File: config.mk
export PLATFORM = sky130hd
export DESIGN_NAME = universal_register_flat
export DESIGN_NICKNAME = d
export VERILOG_FILES = /design/src/rtl/ureg_pkg.sv /design/src/rtl/universal_register_if.sv /design/src/rtl/ureg_next.sv /design/src/rtl/universal_register.sv /design/src/flat_wrapper.sv
export SDC_FILE = /design/constraint.sdc
export NUM_CORES = 1
export LEC_CHECK = 0
export BUFFER_PORTS_ARGS = -buffer_cell sky130_fd_sc_hd__buf_2
export CAP_MARGIN = 20
export CORE_ASPECT_RATIO = 1.25
export CORE_MARGIN = 2
export CORE_UTILIZATION = 35
export CTS_CLUSTER_DIAMETER = 200
export DETAILED_ROUTE_END_ITERATION = 10
export SYNTH_ARGS = -nofsm -noshare
export SYNTH_HDL_FRONTEND = slang
export SYNTH_HIERARCHICAL = 1
export SYNTH_SLANG_ARGS = --single-unit
File: constraint.sdc
create_clock -name clk -period 2.77 [get_ports clk]
set_input_delay 0.277 -clock clk [delete_from_list [all_inputs] [get_ports clk]]
set_output_delay 0.277 -clock clk [all_outputs]
set_load 0.03 [all_outputs]
File: src/rtl/ureg_pkg.sv
// Shared constants for the universal register: mode encodings and the mode field width.
package ureg_pkg;

    localparam int MODE_W = 3;

    localparam logic [MODE_W-1:0] MODE_HOLD = 3'b000;
    localparam logic [MODE_W-1:0] MODE_SHR  = 3'b001;
    localparam logic [MODE_W-1:0] MODE_SHL  = 3'b010;
    localparam logic [MODE_W-1:0] MODE_ROR  = 3'b011;
    localparam logic [MODE_W-1:0] MODE_ROL  = 3'b100;
    localparam logic [MODE_W-1:0] MODE_LOAD = 3'b101;
    localparam logic [MODE_W-1:0] MODE_INC  = 3'b110;
    localparam logic [MODE_W-1:0] MODE_DEC  = 3'b111;

endpackage

File: src/rtl/universal_register_if.sv
// Operation/data bus of the universal register; master drives controls, slave returns register state.
interface ureg_if import ureg_pkg::*; #(
    parameter int WIDTH = 8
) ();
    logic                enable;
    logic [MODE_W-1:0]   mode;
    logic [WIDTH-1:0]    D;
    logic                sin_right;
    logic                sin_left;
    logic [WIDTH-1:0]    Q;
    logic [WIDTH-1:0]    QNot;
    logic                sout_right;
    logic                sout_left;
    logic                carry;
    logic                zero;

    modport master (
        output enable, mode, D, sin_right, sin_left,
        input  Q, QNot, sout_right, sout_left, carry, zero
    );

    modport slave (
        input  enable, mode, D, sin_right, sin_left,
        output Q, QNot, sout_right, sout_left, carry, zero
    );
endinterface

File: src/rtl/ureg_next.sv
// Combinational next-state logic: given the current register and carry, computes the
// next value and next carry for the selected mode.
module ureg_next import ureg_pkg::*; #(
    parameter int WIDTH = 8
) (
    input  logic [WIDTH-1:0]  i_q,
    input  logic              i_carry,
    input  logic [MODE_W-1:0] i_mode,
    input  logic [WIDTH-1:0]  i_d,
    input  logic              i_sin_right,
    input  logic              i_sin_left,
    output logic [WIDTH-1:0]  o_next_q,
    output logic              o_next_carry
);
    logic [WIDTH:0]   w_inc;
    logic [WIDTH-1:0] w_dec;

    // The extra bit of the increment is the wrap-around carry.
    assign w_inc = {1'b0, i_q} + (WIDTH+1)'(1);
    assign w_dec = i_q - WIDTH'(1);

    always_comb begin
        o_next_q     = i_q;
        o_next_carry = i_carry;
        case (i_mode)
            MODE_SHR: begin
                o_next_q     = {i_sin_right, i_q[WIDTH-1:1]};
                o_next_carry = i_q[0];
            end
            MODE_SHL: begin
                o_next_q     = {i_q[WIDTH-2:0], i_sin_left};
                o_next_carry = i_q[WIDTH-1];
            end
            MODE_ROR: begin
                o_next_q     = {i_q[0], i_q[WIDTH-1:1]};
                o_next_carry = i_q[0];
            end
            MODE_ROL: begin
                o_next_q     = {i_q[WIDTH-2:0], i_q[WIDTH-1]};
                o_next_carry = i_q[WIDTH-1];
            end
            MODE_LOAD: begin
                o_next_q     = i_d;
                o_next_carry = 1'b0;
            end
            MODE_INC: begin
                o_next_q     = w_inc[WIDTH-1:0];
                o_next_carry = w_inc[WIDTH];
            end
            MODE_DEC: begin
                o_next_q     = w_dec;
                o_next_carry = (i_q == '0);
            end
            default: begin
                o_next_q     = i_q;
                o_next_carry = i_carry;
            end
        endcase
    end
endmodule

File: src/rtl/universal_register.sv
// WIDTH-bit storage/shift/count register with synchronous clear and preset, enable,
// and eight modes; true/complement, serial and flag outputs decode from the register.
module universal_register import ureg_pkg::*; #(
    parameter int               WIDTH        = 8,
    parameter logic [WIDTH-1:0] PRESET_VALUE = {WIDTH{1'b1}}
) (
    input  logic  clk,
    input  logic  clear,
    input  logic  preset,
    ureg_if.slave bus
);
    logic [WIDTH-1:0] r_q;
    logic             r_carry;
    logic [WIDTH-1:0] w_next_q;
    logic             w_next_carry;

    ureg_next #(.WIDTH(WIDTH)) u_next (
        .i_q          (r_q),
        .i_carry      (r_carry),
        .i_mode       (bus.mode),
        .i_d          (bus.D),
        .i_sin_right  (bus.sin_right),
        .i_sin_left   (bus.sin_left),
        .o_next_q     (w_next_q),
        .o_next_carry (w_next_carry)
    );

    // clear beats preset, and both override enable and mode on the same edge.
    always_ff @(posedge clk) begin
        if (clear) begin
            r_q     <= '0;
            r_carry <= 1'b0;
        end else if (preset) begin
            r_q     <= PRESET_VALUE;
            r_carry <= 1'b0;
        end else if (bus.enable) begin
            r_q     <= w_next_q;
            r_carry <= w_next_carry;
        end
    end

    assign bus.Q          = r_q;
    assign bus.QNot       = ~r_q;
    assign bus.sout_right = r_q[0];
    assign bus.sout_left  = r_q[WIDTH-1];
    assign bus.carry      = r_carry;
    assign bus.zero       = (r_q == '0);
endmodule

File: src/flat_wrapper.sv
// flat-port wrapper written by rule: the top's interface ports become plain ports
module universal_register_flat import ureg_pkg::*;
#(
    parameter int               WIDTH        = 8,
    parameter logic [WIDTH-1:0] PRESET_VALUE = {WIDTH{1'b1}}
)
  (clk, clear, preset, bus_enable, bus_mode, bus_D, bus_sin_right, bus_sin_left, bus_Q, bus_QNot, bus_sout_right, bus_sout_left, bus_carry, bus_zero);
  ureg_if #(.WIDTH(WIDTH)) bus_i ();
  input  logic clk;
  input  logic clear;
  input  logic preset;
  input wire logic [$bits(bus_i.enable)-1:0] bus_enable;
  input wire logic [$bits(bus_i.mode)-1:0] bus_mode;
  input wire logic [$bits(bus_i.D)-1:0] bus_D;
  input wire logic [$bits(bus_i.sin_right)-1:0] bus_sin_right;
  input wire logic [$bits(bus_i.sin_left)-1:0] bus_sin_left;
  output wire logic [$bits(bus_i.Q)-1:0] bus_Q;
  output wire logic [$bits(bus_i.QNot)-1:0] bus_QNot;
  output wire logic [$bits(bus_i.sout_right)-1:0] bus_sout_right;
  output wire logic [$bits(bus_i.sout_left)-1:0] bus_sout_left;
  output wire logic [$bits(bus_i.carry)-1:0] bus_carry;
  output wire logic [$bits(bus_i.zero)-1:0] bus_zero;
  assign bus_i.enable = bus_enable;
  assign bus_i.mode = bus_mode;
  assign bus_i.D = bus_D;
  assign bus_i.sin_right = bus_sin_right;
  assign bus_i.sin_left = bus_sin_left;
  assign bus_Q = bus_i.Q;
  assign bus_QNot = bus_i.QNot;
  assign bus_sout_right = bus_i.sout_right;
  assign bus_sout_left = bus_i.sout_left;
  assign bus_carry = bus_i.carry;
  assign bus_zero = bus_i.zero;
  universal_register #(.WIDTH(WIDTH), .PRESET_VALUE(PRESET_VALUE)) u_core (.clk(clk), .clear(clear), .preset(preset), .bus(bus_i));
endmodule
# After elaboration in Yosys (flattened, before gate mapping)
# Cells that the tools add are included.
[classes] addsub=2 eq_ne=7 muxes=4 bitwise_logic=1 n_reduce_logical=9
[op_table] operator="8-bit case mux with 7 select lines" n=1
[op_table] operator="8-bit 2-to-1 mux" n=2
[op_table] operator="3-bit == test (second input constant)" n=4
[op_table] operator="8-bit by 1-bit adder with 9-bit output (second input constant)" n=1
[op_table] operator="8-bit zero test" n=1
[op_table] operator="8-bit NOT" n=1
[op_table] operator="8-bit nonzero test" n=1
[op_table] operator="8-bit by 1-bit subtractor with 8-bit output (second input constant)" n=1
[op_table] operator="3-bit by 2-bit == test with 1-bit output (second input constant)" n=2
[op_table] operator="2-bit OR reduction" n=3
[op_table] operator="1-bit case mux with 5 select lines" n=1
[op_table] operator="5-bit nonzero test" n=1
[op_table] operator="2-bit AND reduction" n=2
[op_table] operator="3-bit by 1-bit == test with 1-bit output (second input constant)" n=1
[op_table] operator="2-bit nonzero test" n=1
[word_totals] ff_bits=9 inputBits=17 out_inout_bits=20 wordCells=25

# Longest topological paths before layout
# Gate-level depths: netlist of the first run.
[depth] ltp_word=4 ltp_mapped=9 ltp_nobuf=9

# Hierarchy
# Netlist of the first run, hierarchy kept.
[modules_own_cells] mod="ureg_next" n_inst=1 cells_per_inst=133 area_each_um2=794.5 seq_area_each_um2=0.0
[modules_own_cells] mod="universal_register" n_inst=1 cells_per_inst=43 area_each_um2=394.1 seq_area_each_um2=180.2

# Worst setup path before layout of the first run
# No wires, ideal clock.
[synth_path] kind="register -> register" start="register u_core.r_q[0] (netlist: u_core/bus.Q[0])" end="register u_core.r_carry (netlist: u_core/bus.carry)" setup_time_ps=78 arrival_ps=2236 t_required_ps=2692 path_slack_ps=456 path_stages_with_launch=9 n_path_buf=0 synth_period_minus_slack_ps=2314 cell_sequence="dfxtp_1 -> inv_1 -> ha_1 -> or4b_4 -> or4b_4 -> o21ai_1 -> o22a_2 -> mux2i_1 -> nor3_1"
[synth_via] elab_chain_cells=2 word_cells_on_any_way=3 classes_between="1 x add/sub; 1 x mux; 1 x reduce/logical"
[synth_rtl] item="start, declared" line="universal_register.sv:12" rtl="logic [WIDTH-1:0] r_q;"
[synth_rtl] item="start signal, assigned" line="universal_register.sv:37" rtl="r_q <= w_next_q;"
[synth_rtl] item="8-bit by 1-bit adder with 9-bit output or 8-bit zero test (tied branches)" line="ureg_next.sv:19, ureg_next.sv:52"
[synth_rtl] item="1-bit case mux with 5 select lines (*)" line="ureg_next.sv:25" rtl="case (i_mode)"
[synth_rtl] item="net u_core.w_next_carry" line="universal_register.sv:15" rtl="logic w_next_carry;"
[synth_rtl] item="end signal, assigned" line="universal_register.sv:38" rtl="r_carry <= w_next_carry;"
[synth_rtl] item="end, declared" line="universal_register.sv:13" rtl="logic r_carry;"
# Mark *: on every way through the listed nets, which the timed path passes. The rest lies on a longest branch.
# A chain may end at the register's enable or synchronous reset.

# Final worst setup path of the first run
[layout_path] start="register u_core.r_q[1] (netlist: u_core/bus.Q[1])" end="register u_core.r_q[6] (netlist: u_core/bus.Q[6])"
[layout_via] elab_chain_cells=4 word_cells_on_any_way=5 classes_between="2 x add/sub; 3 x mux"
[layout_rtl] item="8-bit by 1-bit subtractor with 8-bit output or 8-bit by 1-bit adder with 9-bit output (tied branches)" line="ureg_next.sv:20, ureg_next.sv:19"
[layout_rtl] item="8-bit case mux with 7 select lines (*)" line="ureg_next.sv:25"
[layout_rtl] item="net u_core.w_next_q[6]" line="universal_register.sv:14" rtl="logic [WIDTH-1:0] w_next_q;"
[layout_rtl] item="8-bit 2-to-1 mux (*)" line="universal_register.sv:36" rtl="end else if (bus.enable) begin"
[layout_rtl] item="8-bit 2-to-1 mux (*)" line="universal_register.sv:33" rtl="end else if (preset) begin"
# Mark *: on every way through the listed nets, which the timed path passes. The rest lies on a longest branch. The select of a mux whose other input is x is not followed.

==> run metrics, run 1 <==
Peak VDD IR=roughly 0.33 mV; WS Path Type=flip-flop to flip-flop; final setup fails=0; min Tclk post-route=between 2 and 2.5 ns; H-tree depth=1; switching share of power=0.409; Net Sw Power=0.232 mW; Root Driver=clkbuf_8; Clock Path Buffers=2; area grow syn2layout=16.7%; Routed Antenna Nets=0; Crit Path Max Fanout=12; final net count=220; grt met3 use=0.0131; Slew HR=0.671; fmax=~440 MHz; GR peak layer=met2; Hold-fix buffers, CTS=0; register area=~180 um^2; P_leak=0.620 nW; setup repair after global routing missed its margin=no; CP Launch Type=flip-flop; largest net degree at the start of global routing=38; first-pass GRT wire length=around 5700 um; FP Rows=23; Clock Power Share=0.266; Hold Vio Cnt, Final=0; Clock transition at path regs=around 0.040 ns; number of max-cap violations=0; Post-Syn Instances=between 150 and 200; IO Count=37; setup bufs post-CTS=0; CP required=~2.9 ns; commonest cells in the netlist=19 x a21oi_1, 18 x inv_1, 13 x nand2_1, 12 x clkbuf_1, 12 x nor2_1; Power Internal=~0.34 mW; GRT Overall Usage=0.174; synth warn=6; CTS sink cnt=9; Seq pwr share=0.301; DR pass1 iterations=4; # fillers=about 350; Mapped Avg Cell Area=a little under 7 um^2; Post-synth EDFFs=0; clk_lat worst skew=around 0.23 ns; min-delay worst type=primary input to flip-flop; register area share after synthesis=0.152; r2r worst-path depth=9; share of layout cells above drive strength 1=0.245; DRT Wirelength=3460 um; die area=3880 um^2; RD Place Congestion=0.837; TritonCTS clock tree=built; Post-CTS Resized=0; WP data arrival=about 2.4 ns; Final HPWL DP=2490 um; Worst-Margin Slew=0.493 ns; Worst Skew=0.00208 ns; multi-input logic area=roughly 850 um^2; starting density of the core=0.369; Synth cell types=49; most frequent cell after synthesis=a21oi_1; top_reg_cell synth=dfxtp_1; grt ovf=0; Final Core Density=0.431; antenna violations before repair=0; count of state elements after synthesis=9; via count=between 1000 and 1500; grt met1 use=0.245; drt wl/cell=around 15 um; post-route cell area=around 1400 um^2; Avg Vias per Cell=between 5 and 6; outcome=finished clean; WHS Path Cells=2; total power=between 0.5 and 0.6 mW; Comb power frac=0.433; hold slack=between 0.2 and 0.25 ns; die width=~56 um; Period Utilization, post-route=0.815; DRC violations left=0; Antenna diodes=0; core area=3220 um^2; Post-synth ARST share=0; Syn Nets=about 200; top cells by area, synth=dfxtp_1 15%, mux2i_1 8.4%, a21oi_1 8.0%, inv_1 5.7%, o21ai_0 4.6%; clock buffer count from CTS=3; placed instance area=about 1300 um^2; I/O Buffers=36; fin. max-slew vios=0; PD cells=approximately 410 nW/um^2; initial detailed-routing violation count=56; met2 usage=0.285; synthesized area=about 1200 um^2; Synth top area share=0.152; setup tns final=0 ns; chip height=between 60 and 70 um; Worst Setup End Kind=flip-flop; vias in the first global route=1181; leading area contributor after synthesis=dfxtp_1
## metal layers
layer	up-vias	routed length [um]
li1	693	-
met1	634	1630
met2	67	1580
met3	0	247
met4	0	0
met5	-	0
## power groups by stage
| stage | Clock [mW] | Combinational [mW] | Sequential [mW] |
|---|---|---|---|
| global route | 0.157 | 0.268 | 0.175 |
| global placement | 0 | 0.245 | 0.173 |
| finish | 0.151 | 0.246 | 0.171 |
| floorplan | 0 | 0.179 | 0.179 |
| CTS | 0.155 | 0.245 | 0.171 |
| detailed placement | 0 | 0.244 | 0.174 |
## flip-flops by register name (all words and copies together), names as in the netlist
register          cells
u_core/bus.carry      1
u_core/bus.Q          8
## critical path: stages (launching register included)
cell	delay, ns
dfxtp_1	0.41
inv_1	0.12
ha_1	0.20
or4b_4	0.49
o2111ai_1	0.19
o21a_1	0.14
nor2_1	0.04
o32a_1	0.34
mux2i_1	0.12
a21oi_1	0.08
## final timing paths
kind / startpoint / to / slack, ns
max: u_core/bus.Q[1]$_SDFFE_PP0P_ / u_core/bus.Q[6]$_SDFFE_PP0P_ / 0.51
min: preset / u_core/bus.carry$_SDFFE_PP0P_ / 0.23
max reg2reg: u_core/bus.Q[1]$_SDFFE_PP0P_ / u_core/bus.Q[6]$_SDFFE_PP0P_ / 0.51
min reg2reg: u_core/bus.carry$_SDFFE_PP0P_ / u_core/bus.carry$_SDFFE_PP0P_ / 0.54
## placed cells by master (no fill, tap or decap), types with 2 or more instances in the layout
master / n
a21o_1: 2
a21oi_1: 19
a221oi_1: 3
a31oi_1: 2
and3_1: 3
buf_2: 36
buf_4: 2
clkbuf_8: 3
dfxtp_1: 9
ha_1: 2
inv_1: 18
mux2i_1: 10
nand2_1: 13
nand2b_1: 2
nand3_1: 6
nand4_1: 2
nor2_1: 12
nor3_1: 4
o2111ai_1: 2
o211ai_1: 2
o21a_1: 2
o21ai_0: 11
o221ai_1: 2
o22ai_1: 2
o2bb2a_1: 2
or2_2: 2
or4_1: 2
or4b_4: 2
xnor2_1: 4
## per-stage QoR
step | instances | worst slack (ns)
after floorplan | 176 | 0.456
after global placement | 233 | 0.579
after detailed placement | 233 | 0.518
after CTS | 237 | 0.521
after global routing | 237 | 0.340
final | 237 | 0.512
## cell families (layout without fill, tap and decap cells)
family	Yosys count	after routing	synth area share
simple gates	54	54	0.242
mux	10	10	0.0842
buf+inv	36	60	0.131
xor+xnor	5	5	0.0368
flops	9	9	0.152
compound gates	59	59	0.325
fa+ha+maj	3	3	0.0295
## area by class of cell
class,instances,share of cell area
multi-input combinational,131,0.615
timing repair buffer,38,0.141
tap,37,0.0334
sequential,9,0.130
clock buffer,4,0.0325
inverter,18,0.0487
(Power assumes the default switching activity.)
==> run 2: changes to the inputs <==
--- a/config.mk
+++ b/config.mk
@@ -5,6 +5,7 @@
 export SDC_FILE = /design/constraint.sdc
 export NUM_CORES = 1
 export LEC_CHECK = 0
+export ABC_AREA = 1
 export BUFFER_PORTS_ARGS = -buffer_cell sky130_fd_sc_hd__buf_2
 export CAP_MARGIN = 20
 export CORE_ASPECT_RATIO = 1.25
==> constraint.sdc (replaced) <==
create_clock -name clk -period 2.1 [get_ports clk]
set_input_delay 0.21 -clock clk [delete_from_list [all_inputs] [get_ports clk]]
set_output_delay 0.21 -clock clk [all_outputs]
set_load 0.03 [all_outputs]
==> run 2 against run 1 <==
Against the previous run: die area up 4.7%; cell count rose by 32%; synthesized cell count up 35%; sequential share of layout area fell by 0.83 points; design area increased by 6.9%; via count is 13% higher; clock-buffer cell count unchanged; combinational power grew 33%; utilization fell by 0.12 points; global-route usage increased by 2.9 points; sequential cell count stayed put; critical path type unchanged; critical endpoint is now u_core/bus.Q[2]$_SDFFE_PP0P_; largest cell class unchanged.
==> run metrics, run 2 <==
register area share after synthesis=0.144 (-0.00729); register area=180 um^2 (unchanged); GRT Overall Usage=0.203 (+0.0294); CP delay by family, top=simple AND/OR/NAND/NOR gates; grt ovf=0 (unchanged); Critical path buffers and inverters=1 (unchanged); via count=1575 (+13%); CP required=2.21 ns (-0.67 ns); top cells by area, synth=nand2_1 22%, dfxtp_1 14%, nand3_1 12%, inv_1 9.9%, nor2_1 8.1%; final non-filler cell total=313 (+32%); area fraction in and, or, nand and nor cells after synthesis=0.523 (+0.281); fraction of the mapped netlist area in compound gates=0.136 (-0.189); Syn Nets=256 (+31%); IO Count=37 (unchanged); setup ws final=0.256 ns (-0.256 ns); Post-synth ARST share=0 (unchanged); chip height=70.8 um (+2.3%); critical-path cell list=inv_1 > ha_1 > or2_0 > nand3_1 > nand2_1 > a21oi_1 > nand4_1 > a21oi_1 > a21oi_1; Peak VDD IR=0.359 mV (+9.2%); Routed Antenna Nets=0 (unchanged); DRT Wirelength=3960 um (+15%); Worst Setup End Kind=flip-flop; # fillers=396 (+13%); CP Launch Type=flip-flop; most frequent cell after synthesis=nand2_1; H-tree depth=1 (unchanged); share of layout cells above drive strength 1=0.204 (-0.0406); TritonCTS clock tree=built; top_reg_cell synth=dfxtp_1; r2r worst-path depth=9 (unchanged); first-pass GRT wire length=6620 um (+17%); Hold Vio Cnt, Final=0 (unchanged); I/O Buffers=36 (unchanged); starting density of the core=0.362 (-0.00719); fmax=542 MHz (+22%); Synth cell types=24 (-51%); max reg flops=8 (unchanged); Clock transition at path regs=0.04 ns (about the same); RD Place Congestion=0.933 (+11%); P_leak=0.809 nW (+30%); initial detailed-routing violation count=47 (-16%); clock buffer count from CTS=3 (unchanged); Period Utilization, post-route=0.878 (+0.0628); FP Rows=24 (+4.3%); Antenna diodes=0 (unchanged); placed instance area=1440 um^2 (+7.1%); min-delay worst type=primary input to flip-flop; commonest cells after routing, fill and taps aside=74 x nand2_1, 36 x buf_2, 33 x inv_1; final net count=294 (+34%); crit-path max cell delay=0.43 ns (-0.06 ns); setup tns final=0 ns (unchanged); area grow syn2layout=18.7%; hold slack=0.205 ns (-0.0252 ns); combinational family with the most area after synthesis=simple AND/OR/NAND/NOR gates; CTS sink cnt=9 (unchanged); PD cells=497 nW/um^2 (+21%); mux contribution to synthesized area=0 (-0.0842); leading area contributor after synthesis=nand2_1; Worst-Margin Slew=0.472 ns (-0.0209 ns); Root Driver=clkbuf_8; fin. max-slew vios=0 (unchanged); commonest non-fill, non-tap cell in the layout=nand2_1; min Tclk post-route=1.84 ns (-0.414 ns); die area=4060 um^2 (+4.7%); Post-synth EDFFs=0 (unchanged); clk_lat worst skew=0.23 ns (about the same); WHS Path Cells=2 (unchanged); Synth Area in Adders=0.0200 (-0.00943); Avg Vias per Cell=5.03 (-14%); synthesized area=1250 um^2 (+5.1%); count of state elements after synthesis=9 (unchanged); setup repair after global routing missed its margin=no; drt wl/cell=12.6 um (-13%); Synth top area share=0.222 (+0.0709); number of max-cap violations=0 (unchanged); final setup fails=0 (unchanged); Inst Count DP=309 (+33%); Final HPWL DP=3220 um (+29%); die width=57.4 um (+2.3%); Clock Path Buffers=2 (unchanged); WP data arrival=1.96 ns (-0.41 ns); most frequent cell on the critical path=a21oi_1; CP Depth=9 (unchanged); total power=0.736 mW (+30%); Post-CTS Resized=0 (unchanged); Post-Place Setup Slack=0.298 ns (-0.220 ns); Worst Skew=0.000759 ns (-0.00132 ns); vias in the first global route=1464 (+24%); Crit Path Max Fanout=6 (-6); commonest cells in the netlist=74 x nand2_1, 33 x inv_1, 29 x nand3_1, 27 x nor2_1, 15 x a21oi_1; setup bufs post-CTS=0 (unchanged); post-route cell area=1480 um^2 (+6.9%); WS Path Type=flip-flop to flip-flop; outcome=finished clean; Final Core Density=0.429 (-0.00116); antenna violations before repair=0 (unchanged); DR pass1 iterations=4 (unchanged); multi-input logic area=848 um^2 (-0.59%); DRC violations left=0 (unchanged); Hold-fix buffers, CTS=0 (unchanged); CP max stage cell=dfxtp_1; core area=3450 um^2 (+7.1%); Mapped Avg Cell Area=5.27 um^2 (-22%); synth warn=6 (unchanged); Post-Syn Instances=237 (+35%); largest net degree at the start of global routing=16 (-58%); XOR/XNOR Fraction of Synth Area=0 (-0.0368); Slew HR=0.685 (+0.0140)
## run 2: changes by cell type after synthesis, sizes merged, moves of 5 or more
cell / delta
nand4: +5
inv: +20
nand2: +62
clkbuf: -10
mux2i: -10
nand3: +27
nor2: +17
## run 2: final cells by class
class / count / area share
multi-input combinational: 182 / 0.572
timing repair buffer: 41 / 0.147
clock buffer: 4 / 0.0304
tap: 39 / 0.0329
sequential: 9 / 0.122
inverter: 38 / 0.0962
## run 2: kinds of logic (layout without fill, tap and decap cells)
kind of cell | count (synthesis) | count (layout)
fa+ha+maj | 2 | 2
buf+inv | 46 | 83
compound gates | 32 | 32
flops | 9 | 9
simple gates | 148 | 148
## run 2: path summary, 6_finish.rpt
| path | start | end | slack [ns] |
|---|---|---|---|
| worst min register to register | u_core/bus.carry$_SDFFE_PP0P_ | u_core/bus.carry$_SDFFE_PP0P_ | 0.47 |
| worst max-delay path | u_core/bus.Q[0]$_SDFFE_PP0P_ | u_core/bus.Q[2]$_SDFFE_PP0P_ | 0.26 |
| worst max register to register | u_core/bus.Q[0]$_SDFFE_PP0P_ | u_core/bus.Q[2]$_SDFFE_PP0P_ | 0.26 |
| worst min-delay path | clear | u_core/bus.Q[4]$_SDFFE_PP0P_ | 0.20 |
## run 2: power by group
group          internal [mW]  total, mW  switching (mW)
logic                  0.105      0.327           0.223
clock network          0.132      0.194          0.0621
registers              0.185      0.215          0.0299
total                  0.422      0.736           0.315
## run 2: routing by layer
layer | track usage | routed length [um] | vias up
met3 | 0.0183 | 160 | 13
met1 | 0.250 | 1680 | 686
met2 | 0.345 | 1960 | 42
li1 | - | - | 834
met5 | 0 | 0 | -
met4 | 0.109 | 162 | 0
